--- config.mk ---
export PLATFORM = sky130hd
export DESIGN_NAME = fft_peak_reader_flat
export DESIGN_NICKNAME = d
export VERILOG_FILES = /design/src/rtl/fft_peak_reader_if.sv /design/src/rtl/fft_peak_reader.sv /design/src/flat_wrapper.sv
export SDC_FILE = /design/constraint.sdc
export NUM_CORES = 1
export LEC_CHECK = 0
export BUFFER_PORTS_ARGS = -buffer_cell sky130_fd_sc_hd__buf_2
export CAP_MARGIN = 20
export CORE_AREA = 2 2 221 223
export DETAILED_ROUTE_END_ITERATION = 6
export DIE_AREA = 0 0 223 225
export HOLD_SLACK_MARGIN = 0.15
export SYNTH_ARGS = -nofsm -noshare
export SYNTH_HDL_FRONTEND = slang
export SYNTH_SLANG_ARGS = --single-unit
--- constraint.sdc ---
create_clock -name clk -period 7.9 [get_ports clk]
set_input_delay 0 -clock clk [delete_from_list [all_inputs] [get_ports clk]]
set_output_delay 0 -clock clk [all_outputs]
set_load 0.1 [all_outputs]
--- src/rtl/fft_peak_reader_if.sv ---
// Bundle between the FFT peak reader and its RAM / wrapper / result consumer.
// thresh and peak_found exist only when FFT_PEAK_THRESH_EN is defined.
interface fft_peak_reader_if;
  logic        fftdone;
  logic [27:0] ram_q;
  logic [9:0]  rd_addr_fft;
  logic        go;
  logic        result_valid;
  logic        result_ack;
  logic [9:0]  peak_bin;
  logic [27:0] peak_mag;
  logic        busy;
`ifdef FFT_PEAK_THRESH_EN
  logic [27:0] thresh;
  logic        peak_found;
`endif

  modport master (
    input  fftdone, ram_q, result_ack,
`ifdef FFT_PEAK_THRESH_EN
    input  thresh,
    output peak_found,
`endif
    output rd_addr_fft, go, result_valid, peak_bin, peak_mag, busy
  );

  modport slave (
    output fftdone, ram_q, result_ack,
`ifdef FFT_PEAK_THRESH_EN
    output thresh,
    input  peak_found,
`endif
    input  rd_addr_fft, go, result_valid, peak_bin, peak_mag, busy
  );
endinterface

--- src/rtl/fft_peak_reader.sv ---
// Sweeps the FFT result RAM after fftdone, keeps the strongest |X|^2 bin, offers it on valid/ack, then pulses go.
// Optional FFT_PEAK_THRESH_EN adds a thresh input and a peak_found flag latched with the result.
module fft_peak_reader #(
  parameter logic [9:0] BIN_LO = 10'd1,
  parameter logic [9:0] BIN_HI = 10'd511,
  parameter int          RD_LAT = 2
) (
  input  logic               clk,
  input  logic               rst_n,
  fft_peak_reader_if.master  bus
);

  typedef enum logic [2:0] {
    S_IDLE, S_SWEEP, S_DRAIN, S_HOLD, S_RELEASE, S_WAITLOW
  } state_t;

  localparam logic [2:0] DRAIN_LAST = 3'(RD_LAT + 1);

  state_t      state_q, state_d;
  logic [9:0]  addr_q, addr_d;
  logic [2:0]  drain_cnt_q, drain_cnt_d;
  logic        start_frame;
  logic        latch_result;

  // Tag pipeline: bin index travelling alongside the RAM read latency.
  logic [RD_LAT-1:0] tag_vld_q;
  logic [9:0]        tag_q [RD_LAT];

  logic              a_vld_q;
  logic [9:0]        a_bin_q;
  logic [26:0]       a_re2_q, a_im2_q;
  logic [27:0]       max_mag_q;
  logic [9:0]        max_bin_q;
  logic [9:0]        peak_bin_q;
  logic [27:0]       peak_mag_q;
`ifdef FFT_PEAK_THRESH_EN
  logic              peak_found_q;
`endif

  logic signed [13:0] re_s, im_s;
  logic signed [26:0] re_x, im_x;
  logic [26:0]        re2, im2;
  logic [27:0]        sum_b;

  assign re_s  = bus.ram_q[27:14];
  assign im_s  = bus.ram_q[13:0];
  assign re_x  = {{13{re_s[13]}}, re_s};
  assign im_x  = {{13{im_s[13]}}, im_s};
  // (-8192)^2 = 2^26 lands exactly in bit 26 of the 27-bit product.
  assign re2   = re_x * re_x;
  assign im2   = im_x * im_x;
  assign sum_b = {1'b0, a_re2_q} + {1'b0, a_im2_q};

  always_ff @(posedge clk or negedge rst_n) begin
    if (!rst_n) begin
      state_q     <= S_IDLE;
      addr_q      <= BIN_LO;
      drain_cnt_q <= '0;
    end else begin
      state_q     <= state_d;
      addr_q      <= addr_d;
      drain_cnt_q <= drain_cnt_d;
    end
  end

  always_comb begin
    state_d      = state_q;
    addr_d       = addr_q;
    drain_cnt_d  = drain_cnt_q;
    start_frame  = 1'b0;
    latch_result = 1'b0;
    case (state_q)
      S_IDLE: begin
        if (bus.fftdone) begin
          state_d     = S_SWEEP;
          addr_d      = BIN_LO;
          start_frame = 1'b1;
        end
      end
      S_SWEEP: begin
        if (addr_q == BIN_HI) begin
          state_d     = S_DRAIN;
          drain_cnt_d = '0;
        end else begin
          addr_d = 10'(addr_q + 10'd1);
        end
      end
      S_DRAIN: begin
        if (drain_cnt_q == DRAIN_LAST) begin
          latch_result = 1'b1;
          state_d      = S_HOLD;
        end else begin
          drain_cnt_d = 3'(drain_cnt_q + 3'd1);
        end
      end
      S_HOLD: begin
        if (bus.result_ack) state_d = S_RELEASE;
      end
      S_RELEASE: state_d = S_WAITLOW;
      S_WAITLOW: begin
        // The wrapper may keep fftdone high briefly after go; never re-read that frame.
        if (!bus.fftdone) state_d = S_IDLE;
      end
      default: state_d = S_IDLE;
    endcase
  end

  always_ff @(posedge clk or negedge rst_n) begin
    if (!rst_n) begin
      tag_vld_q <= '0;
      for (int i = 0; i < RD_LAT; i++) tag_q[i] <= '0;
      a_vld_q    <= 1'b0;
      a_bin_q    <= '0;
      a_re2_q    <= '0;
      a_im2_q    <= '0;
      max_mag_q  <= '0;
      max_bin_q  <= BIN_LO;
      peak_bin_q <= '0;
      peak_mag_q <= '0;
`ifdef FFT_PEAK_THRESH_EN
      peak_found_q <= 1'b0;
`endif
    end else begin
      tag_vld_q[0] <= (state_q == S_SWEEP);
      tag_q[0]     <= addr_q;
      for (int i = 1; i < RD_LAT; i++) begin
        tag_vld_q[i] <= tag_vld_q[i-1];
        tag_q[i]     <= tag_q[i-1];
      end

      a_vld_q <= tag_vld_q[RD_LAT-1];
      a_bin_q <= tag_q[RD_LAT-1];
      a_re2_q <= re2;
      a_im2_q <= im2;

      // Strictly-greater update keeps the lowest bin on ties.
      if (start_frame) begin
        max_mag_q <= '0;
        max_bin_q <= BIN_LO;
      end else if (a_vld_q && (sum_b > max_mag_q)) begin
        max_mag_q <= sum_b;
        max_bin_q <= a_bin_q;
      end

      if (latch_result) begin
        peak_bin_q <= max_bin_q;
        peak_mag_q <= max_mag_q;
`ifdef FFT_PEAK_THRESH_EN
        peak_found_q <= (max_mag_q >= bus.thresh);
`endif
      end
    end
  end

  assign bus.rd_addr_fft  = addr_q;
  assign bus.go           = (state_q == S_RELEASE);
  assign bus.result_valid = (state_q == S_HOLD);
  assign bus.busy         = (state_q != S_IDLE);
  assign bus.peak_bin     = peak_bin_q;
  assign bus.peak_mag     = peak_mag_q;
`ifdef FFT_PEAK_THRESH_EN
  assign bus.peak_found   = peak_found_q;
`endif

endmodule

--- src/flat_wrapper.sv ---
// flat-port wrapper written by rule: the top's interface ports become plain ports
module fft_peak_reader_flat 
#(
  parameter logic [9:0] BIN_LO = 10'd1,
  parameter logic [9:0] BIN_HI = 10'd511,
  parameter int          RD_LAT = 2
)
  (clk, rst_n, bus_fftdone, bus_ram_q, bus_result_ack, bus_rd_addr_fft, bus_go, bus_result_valid, bus_peak_bin, bus_peak_mag, bus_busy);
  fft_peak_reader_if bus_i ();
  input  logic clk;
  input  logic rst_n;
  input wire logic [$bits(bus_i.fftdone)-1:0] bus_fftdone;
  input wire logic [$bits(bus_i.ram_q)-1:0] bus_ram_q;
  input wire logic [$bits(bus_i.result_ack)-1:0] bus_result_ack;
  output wire logic [$bits(bus_i.rd_addr_fft)-1:0] bus_rd_addr_fft;
  output wire logic [$bits(bus_i.go)-1:0] bus_go;
  output wire logic [$bits(bus_i.result_valid)-1:0] bus_result_valid;
  output wire logic [$bits(bus_i.peak_bin)-1:0] bus_peak_bin;
  output wire logic [$bits(bus_i.peak_mag)-1:0] bus_peak_mag;
  output wire logic [$bits(bus_i.busy)-1:0] bus_busy;
  assign bus_i.fftdone = bus_fftdone;
  assign bus_i.ram_q = bus_ram_q;
  assign bus_i.result_ack = bus_result_ack;
  assign bus_rd_addr_fft = bus_i.rd_addr_fft;
  assign bus_go = bus_i.go;
  assign bus_result_valid = bus_i.result_valid;
  assign bus_peak_bin = bus_i.peak_bin;
  assign bus_peak_mag = bus_i.peak_mag;
  assign bus_busy = bus_i.busy;
  fft_peak_reader #(.BIN_LO(BIN_LO), .BIN_HI(BIN_HI), .RD_LAT(RD_LAT)) u_core (.clk(clk), .rst_n(rst_n), .bus(bus_i));
endmodule
==> results_dict.tcl <==
set metrics [dict create \
    grt_pass1_wl_um 70500 \
    netlist_area_um2 20800 \
    regArea_um2 4430 \
    crit_cells 21 \
    antenna_found_initial 0 \
    clock_sinks 177 \
    nets 2682 \
    synth_top_cell_by_area "fa_1" \
    clk_pin_slew_ns 0.08 \
    final.setup.tns_ns 0 \
    setup_violations 0 \
    crit_path_end_kind "flop" \
    htree_levels 4 \
    crit_family "adder cells" \
    grt_overflow 0 \
    period_needed_ns 5.89 \
    postCtsSetupBuffers 0 \
    fin_crit_sh_pct 74.5 \
    routed_via_density 4.98 \
    die-height_um 225 \
    port-buffer-count 82 \
    root_buffer "clkbuf_16" \
    start_util_pct 43.6 \
    grt_max_degree 107 \
    ios 83 \
    r2r_cells 21 \
    rows 80 \
    slew_viol_final 0 \
    numCtsBuffers 17 \
    synthTopCellsByCount "inv_1 (510), fa_1 (341), ha_1 (181)" \
    ys_types 71 \
    grt_pass1_vias 14900 \
    drt-total-wl_um 40800 \
    hold_path.class "in2async" \
    cp_max_fo 17 \
    clock_skew_ns 0.0109 \
    fillCellCount 4429 \
    via_count 13700 \
    synthesis.nets 2619 \
    cap_violations 0 \
    multi_input_area_um2 14200 \
    grt_setup_unrepaired "false" \
    rr_startpoint "u_core.a_re2_q[3]" \
    worst_ep_arrival_time_ns 6.20 \
    outcome "finished clean" \
    drt_first_pass_iters 5 \
    worst-setup-path-type "in2reg" \
    tightest_slew_ns 0.934 \
    clk_latency_ns 0.43 \
    syn_area_per_cell_um2 10.0 \
    antenna_cells 0 \
    synth.most_common_cell "inv_1" \
    slowest_stage "dlygate4sd3_1" \
    crit_start "bus_ram_q[14]" \
    required_ns 8.21 \
    dp_hpwl_um 33900 \
    ys_seq_area_share_pct 21.4 \
    ys_ff_latch 177 \
    slew_headroom_pct 37.5 \
    dieWidth_um 223 \
    async_flop_share_pct 100 \
    yosysWarnings 0 \
    die_area_um2 50200 \
    synth_top_cell_area_share_pct 32.9 \
    netlist_top_cells_area "fa_1 (33%), dfrtp_1 (21%), ha_1 (11%)" \
    post-route-drc-count 0 \
    hold_violations 0 \
    timing.rr.end "u_core.max_mag_q[19]" \
    synth-main-ff-cell "dfrtp_1" \
    gp_congestion 0.836 \
    reg2reg_slack_ns 2.70 \
    synthToLayoutAreaGrowth_pct 8.28 \
    crit_path_cell_trace "dlygate4sd3_1 > buf_2 > and2_1 > ha_1 > inv_1 > fa_1 > inv_1 > fa_1 > fa_1 > fa_1 > inv_1 > fa_1 > inv_1 > ha_1 > a211o_1 > o31ai_1 > a31oi_1 > or2_1 > a21oi_2 > nor4b_1 > or3_1" \
    setup.worst_path.end "u_core.a_re2_q[20]" \
    max_freq_mhz 170 \
    clock_path_buffers 2 \
    max_stage_delay_ns 0.54 \
    ant_nets 0 \
    globalRouteTotalUtil_pct 17.4 \
    core_area_um2 47500 \
    cp_common_cell "fa_1" \
    tritoncts "done" \
    synth_edf_count 0 \
    wl_per_cell_um 14.8 \
    ctsHoldBuffers 8 \
    cts_resized 0 \
    cp-start-kind "input port" \
    layout-drive-gt1-share_pct 8.78 \
    drtIter0Drc 696 \
    synthCells 2065 \
    crit_buf_inv 6 \
]
## through the flow
stage	hold slack (ns)	utilization [%]	area, µm²	worst slack (ns)	std cells
3_5_place_dp	0.158	45.8	21800	1.86	2716
2_1_floorplan	-0.296	-	20800	2.23	2065
5_1_grt	0.309	47.3	22500	1.58	2756
4_1_cts	0.257	47.3	22500	2.07	2756
6_report	0.197	47.3	22500	2.01	2756
3_3_place_gp	0.143	45.8	21800	1.95	2716
## sequential cells by signal, summed over array words and instances (netlist names)
register / cells
u_core.state_q: 3
u_core.a_vld_q: 1
u_core.a_im2_q: 26
u_core.bus.peak_mag: 28
u_core.tag_q: 20
u_core.max_bin_q: 10
u_core.bus.rd_addr_fft: 10
u_core.drain_cnt_q: 3
u_core.a_re2_q: 26
u_core.max_mag_q: 28
u_core.tag_vld_q: 2
u_core.a_bin_q: 10
u_core.bus.peak_bin: 10
## cell type report
cell class,count,area share (%)
timing repair buffer,95,2.39
sequential,177,19.7
clock buffer,17,1.89
inverter,510,8.52
multi-input combinational,1327,63.1
tap,615,3.42
clock inverter,15,0.924
## placed cells by master, fill, tap and decap left out, drive strengths merged, types with 4 or more instances in the layout
cell / netlist / layout
ha: 181 / 181
o21a: 17 / 17
o21ai: 37 / 37
or3: 9 / 9
buf: 8 / 86
dfrtp: 175 / 175
a21oi: 58 / 58
clkinv: 0 / 8
xor2: 28 / 28
nor4: 4 / 4
xnor2: 58 / 58
or2: 6 / 6
a211o: 6 / 6
nor3b: 5 / 5
nor3: 19 / 19
nand2b: 14 / 14
and3: 10 / 10
nand3b: 4 / 4
a31oi: 8 / 8
nand2: 142 / 142
nand3: 10 / 10
nor2: 106 / 106
nor2b: 25 / 25
and2: 75 / 75
fa: 341 / 341
nand4: 12 / 12
mux2i: 33 / 33
a211oi: 12 / 12
a21o: 29 / 29
dlygate4sd3: 0 / 8
clkbuf: 43 / 18
mux2: 42 / 42
inv: 510 / 516
nor4b: 4 / 4
## per-layer routing
metal  up-vias  part of all wire (%)  track usage, %
li1       6444                     -               -
met1      7079                    43            21.7
met2       172                    53            32.2
met3        36                   2.8            2.14
met4         0                   1.5            3.51
met5         -                     0               0
## worst register-to-register path, stage by stage, from the launching register on
cell      delay, ns
dfrtp_1        0.41
ha_1           0.33
a211oi_1       0.31
o21a_2         0.23
nor3_4         0.07
a211oi_1       0.40
o21bai_1       0.23
nand2_1        0.12
a21oi_2        0.11
o21a_1         0.21
or2_2          0.27
ha_1           0.29
nand4_1        0.13
nor2_1         0.18
nand2_1        0.13
or3_4          0.43
inv_1          0.07
a211o_2        0.16
o311ai_4       0.11
buf_4          0.26
or4b_1         0.55
a21oi_1        0.13
## worst min-delay path by stage
stage,start,end,slack (ns),cells past startpoint
floorplan,rst_n,u_core.a_bin_q[0],-0.30,0
global placement,rst_n,u_core.bus.peak_bin[7],0.14,1
detailed placement,rst_n,u_core.max_bin_q[7],0.16,1
CTS,rst_n,u_core.max_bin_q[7],0.26,2
global route,rst_n,u_core.bus.peak_bin[8],0.31,2
finish,rst_n,u_core.max_bin_q[7],0.20,2
## cell families after synthesis
| group | after synthesis | synth area share [%] |
|---|---|---|
| XOR/XNOR | 86 | 3.63 |
| flip-flops | 177 | 21.4 |
| multiplexers | 75 | 3.87 |
| adder cells (fa/ha/maj) | 522 | 43.8 |
| AND/OR/NAND/NOR | 449 | 10.6 |
| AO/OA/AOI/OAI | 195 | 6.36 |
| buffers and inverters | 561 | 10.4 |
Power is left out: the tool's default activity adds up to more than one toggle a clock period on the data nets, which glitch-free logic cannot reach.
